--- src/rtl/tick_scheduler.sv ---
// Time-multiplexed countdown timers sharing one base tick
// and one decrementer, serviced one channel per clock.
module tick_scheduler #(
  parameter  int NUM_CH = 4,
  parameter  int CNT_W  = 16,
  localparam int CH_W   = (NUM_CH > 2) ? $clog2(NUM_CH) : 1
) (
  input  logic              clk,
  input  logic              rst_n,
  input  logic              tick,
  input  logic              cfg_valid,
  output logic              cfg_ready,
  input  logic [CH_W-1:0]   cfg_ch,
  input  logic [1:0]        cfg_cmd,
  input  logic [CNT_W-1:0]  cfg_period,
  input  logic              clr_overrun,
  output logic [NUM_CH-1:0] expire,
  output logic [NUM_CH-1:0] active,
  output logic              busy,
  output logic              overrun
);

  typedef enum logic {IDLE, SCAN} state_t;

  state_t            state, state_d;
  logic [CH_W-1:0]   idx;
  logic              pending;
  logic [CNT_W-1:0]  per [NUM_CH];
  logic [CNT_W-1:0]  cnt [NUM_CH];
  logic [NUM_CH-1:0] mode;
  logic              accept;
  logic              last;

  assign accept = cfg_valid && cfg_ready;
  assign last   = (idx == CH_W'(NUM_CH - 1));

  always_ff @(posedge clk) begin
    if (!rst_n) state <= IDLE;
    else        state <= state_d;
  end

  always_comb begin
    state_d   = state;
    cfg_ready = 1'b0;
    busy      = 1'b0;
    unique case (state)
      IDLE: begin
        cfg_ready = 1'b1;
        if (tick || pending) state_d = SCAN;
      end
      SCAN: begin
        busy = 1'b1;
        if (last) state_d = IDLE;
      end
      default: state_d = IDLE;
    endcase
  end

  always_ff @(posedge clk) begin
    if (!rst_n) begin
      idx     <= '0;
      pending <= 1'b0;
      overrun <= 1'b0;
      expire  <= '0;
      active  <= '0;
      mode    <= '0;
      for (int i = 0; i < NUM_CH; i++) begin
        per[i] <= '0;
        cnt[i] <= '0;
      end
    end else begin
      expire <= '0;
      if (clr_overrun) overrun <= 1'b0;
      unique case (state)
        IDLE: begin
          if (accept && (32'(cfg_ch) < NUM_CH)) begin
            unique case (cfg_cmd)
              2'b01, 2'b10: begin
                if (cfg_period != '0) begin
                  per[cfg_ch]    <= cfg_period;
                  cnt[cfg_ch]    <= cfg_period;
                  mode[cfg_ch]   <= cfg_cmd[1];
                  active[cfg_ch] <= 1'b1;
                end else begin
                  active[cfg_ch] <= 1'b0;
                  cnt[cfg_ch]    <= '0;
                end
              end
              2'b00: begin
                active[cfg_ch] <= 1'b0;
                cnt[cfg_ch]    <= '0;
              end
              default: ;
            endcase
          end
          if (tick || pending) begin
            idx     <= '0;
            pending <= 1'b0;
          end
        end
        SCAN: begin
          if (active[idx]) begin
            if (cnt[idx] == CNT_W'(1)) begin
              expire[idx] <= 1'b1;
              if (mode[idx]) begin
                cnt[idx] <= per[idx];
              end else begin
                active[idx] <= 1'b0;
                cnt[idx]    <= '0;
              end
            end else begin
              cnt[idx] <= cnt[idx] - CNT_W'(1);
            end
          end
          idx <= last ? '0 : idx + CH_W'(1);
          // a second early tick has nowhere to go
          if (tick) begin
            if (pending) overrun <= 1'b1;
            else         pending <= 1'b1;
          end
        end
        default: ;
      endcase
    end
  end

endmodule
--- config.mk ---
export PLATFORM = sky130hd
export DESIGN_NAME = tick_scheduler
export DESIGN_NICKNAME = d
export VERILOG_FILES = /design/src/rtl/tick_scheduler.sv
export SDC_FILE = /design/constraint.sdc
export NUM_CORES = 1
export LEC_CHECK = 0
export BUFFER_PORTS_ARGS = -buffer_cell sky130_fd_sc_hd__buf_2
export CORE_MARGIN = 3
export CORE_UTILIZATION = 61
export DETAILED_ROUTE_END_ITERATION = 12
export PLACE_DENSITY = 0.91
export RECOVER_POWER = 100
export SLEW_MARGIN = 20
export SYNTH_ARGS = -nofsm -noshare
export SYNTH_HDL_FRONTEND = slang
export SYNTH_SLANG_ARGS = --single-unit
export TNS_END_PERCENT = 10
--- constraint.sdc ---
create_clock -name clk -period 4.6 [get_ports clk]
set_input_delay 0.23 -clock clk [delete_from_list [all_inputs] [get_ports clk]]
set_output_delay 0.23 -clock clk [all_outputs]
set_load 0.01 [all_outputs]
==> results_dict.tcl <==
set metrics [dict create \
    run_status "completed" \
    reg2reg_depth 7 \
    fin_util_pct 70.1 \
    ctsResizeCount 0 \
    final_nets 632 \
    rsz0062_at_grt "no" \
    yosysWarnings 0 \
    drv_cap 0 \
    num_antenna_cells 0 \
    synthSimpleGateAreaFrac_pct 16.0 \
    ctsHoldBuffers 0 \
    power_per_cell_area_nw_per_um2 419 \
    cp-start-kind "flop" \
    hold_viol_final 0 \
    routed_wl_um 17200 \
    cts_buffer_depth 2 \
    netlist_instances 565 \
    synthMuxAreaShare_pct 11.4 \
    grt_pass1_wl_um 27100 \
    syn_nets 598 \
    worst_ir_drop_vdd_mv 0.374 \
    cp_max_fo 17 \
    hpwl_um 11000 \
    slew_headroom_pct 15.0 \
    leakage_nw 3.07 \
    dieHeight_um 115 \
    finalPower_w 0.00338 \
    worstPathRequired_ns 4.73 \
    arrival_ns 3.98 \
    setup-violations-final 0 \
    clkTransAtPathRegs_ns 0.06 \
    cts_made_buffers 17 \
    hp-class "in -> reg" \
    grtUsageTotal_pct 27.5 \
    cts_tree "done" \
    avgSynthCellArea_um2 12.8 \
    dieWidth_um 115 \
    die-area_um2 13200 \
    drive_gt1_share_pct 17.3 \
    first_global_vias 4973 \
    initial_core_util_pct 63.0 \
    setup-tns-final_ns 0 \
    first_pass_iters 5 \
    slew_violations 0 \
    hold_depth 2 \
    r2r_end "cnt[0][10]" \
    r2r_slack_ns 0.75 \
    synth_seq_cells 147 \
    fin_crit_ns 3.85 \
    holdPathEnd "state" \
    synth_top_family_by_area "simple AND/OR/NAND/NOR gates" \
    initialDrtViolationCount 653 \
    syn_area_um2 7260 \
    max_slew.worst_pin.slew_ns 1.26 \
    coreArea_um2 11500 \
    vias_per_cell 6.50 \
    clock_sinks 147 \
    ys_seq_area_share_pct 58.2 \
    critPathKind "reg -> reg" \
    root_buffer "clkbuf_16" \
    clkLatencyLatePin_ns 0.43 \
    rows 39 \
    grt_max_degree 34 \
    synth_xor_area_share_pct 1.09 \
    synth_compound_area_share_pct 7.46 \
    max_freq_mhz 259 \
    synth_edf_count 128 \
    io_pins 36 \
    port_buffers 35 \
    fin_worst_skew_ns 0.00686 \
    hp-start "tick" \
    antenna_left 0 \
    area_growth_pct 11.2 \
    synth_cell_types 58 \
    gp_congestion 0.926 \
    post-cts-setup-buffer-count 0 \
    finalCritPeriodShare_pct 83.8 \
    async_flop_share_pct 0 \
    holdWs_ns 0.0823 \
    antenna_found_initial 0 \
    drc 0 \
    end_kind "flop" \
    ys.flop_type "edfxtp_1" \
    synth-adder-area-share_pct 1.38 \
    cts-htree-levels 4 \
    wl_per_cell_um 22.7 \
    vias 4904 \
    grt_overflow 0 \
]
-- power by group --
part	internal [W]	switching, W
logic	0.000108	0.000196
registers	0.00152	0.0000347
clock network	0.00100	0.000517
-- area by class of cell --
type | count | area [um^2]
fillers | 706 | 3440
well taps | 143 | 179
inverters | 45 | 169
clock inverters | 14 | 215
clock buffers | 18 | 429
multi-input cells | 343 | 2650
repair buffers | 45 | 208
flip-flops and latches | 147 | 4230
-- critical path, cell delays in order, from the launching register on --
cell      delay (ns)
dfxtp_2         0.70
clkbuf_2        0.66
mux4_2          0.64
nor4b_2         0.36
and4_1          0.41
nor2_2          0.21
a211oi_1        0.45
nor2_1          0.12
-- worst max-delay path by stage --
stage | start | depth (start not counted) | slack [ns] | endpoint
final | flop | 7 | 0.75 | cnt[0][10]
after floorplan | idx[0] | 5 | 1.27 | cnt[3][0]
after global placement | flop | 7 | 1.22 | cnt[0][15]
after detailed placement | flop | 7 | 1.07 | cnt[0][15]
after global routing | flop | 7 | 0.48 | cnt[2][15]
after CTS | flop | 7 | 1.02 | cnt[0][15]
-- cell families (layout without fill, tap and decap cells) --
kind of cell	Yosys count	after routing
simple gates	230	230
flops	147	147
buf+inv	75	122
compound gates	57	57
mux	39	39
xor+xnor	9	9
fa+ha+maj	8	8
-- layout by cell type (no fill, tap or decap), drive strengths merged, types with 4 or more instances in the layout --
cell,count
bufinv,6
or3,4
nor3,11
ha,8
nor4,12
buf,26
dfxtp,19
mux2i,4
inv,45
a221oi,7
o21ai,14
a211oi,7
nand2,37
nor2,93
mux4,34
and3,15
and2,20
nor2b,6
xor2,4
nand2b,4
a21boi,6
clkinv,7
edfxtp,128
nor3b,7
clkbuf,37
xnor2,5
a21oi,5
nand3,10
-- routing by layer --
layer / GRT usage [%] / part of all wire [%] / wire, um
met1: 35.4 / 36 / 6140
met2: 46.5 / 53 / 9020
met4: 9.78 / 2.6 / 452
met3: 5.84 / 9.0 / 1540
met5: 0 / 0 / 0
-- through the flow --
| stage | std cells | area (um^2) | worst slack, ns |
|---|---|---|---|
| 2_1_floorplan | 565 | 7260 | 1.27 |
| 3_3_place_gp | 723 | 7540 | 1.22 |
| 3_5_place_dp | 723 | 7540 | 1.07 |
| 4_1_cts | 755 | 8180 | 1.02 |
| 5_1_grt | 755 | 8070 | 0.480 |
| 6_report | 755 | 8070 | 0.746 |
-- cells in the mapped netlist, drive strengths merged (4+ instances only) --
master / count / area, um^2
nor2: 93 / 364
buf: 9 / 77.6
and3: 15 / 93.8
inv: 45 / 169
nand2b: 4 / 25.0
o21ai: 14 / 70.1
nor3: 11 / 55.1
nand3: 10 / 50.1
a21boi: 6 / 45.1
nor3b: 7 / 57.6
and2: 20 / 125
a21oi: 5 / 25.0
xor2: 4 / 35.0
dfxtp: 19 / 380
or3: 4 / 25.0
xnor2: 5 / 43.8
a221oi: 7 / 139
nor2b: 6 / 37.5
nand2: 37 / 139
ha: 8 / 100
nor4: 12 / 93.8
clkbuf: 21 / 78.8
mux2i: 4 / 40.0
a211oi: 7 / 87.6
mux4: 34 / 773
edfxtp: 128 / 3840
-- registers in the layout (all words and copies together), names as in the netlist, named ones only --
signal / count
idx: 2
per: 64
overrun: 1
mode: 4
expire: 4
pending: 1
state: 1
cnt: 64
Note: power is estimated with default switching activity, not from simulation.
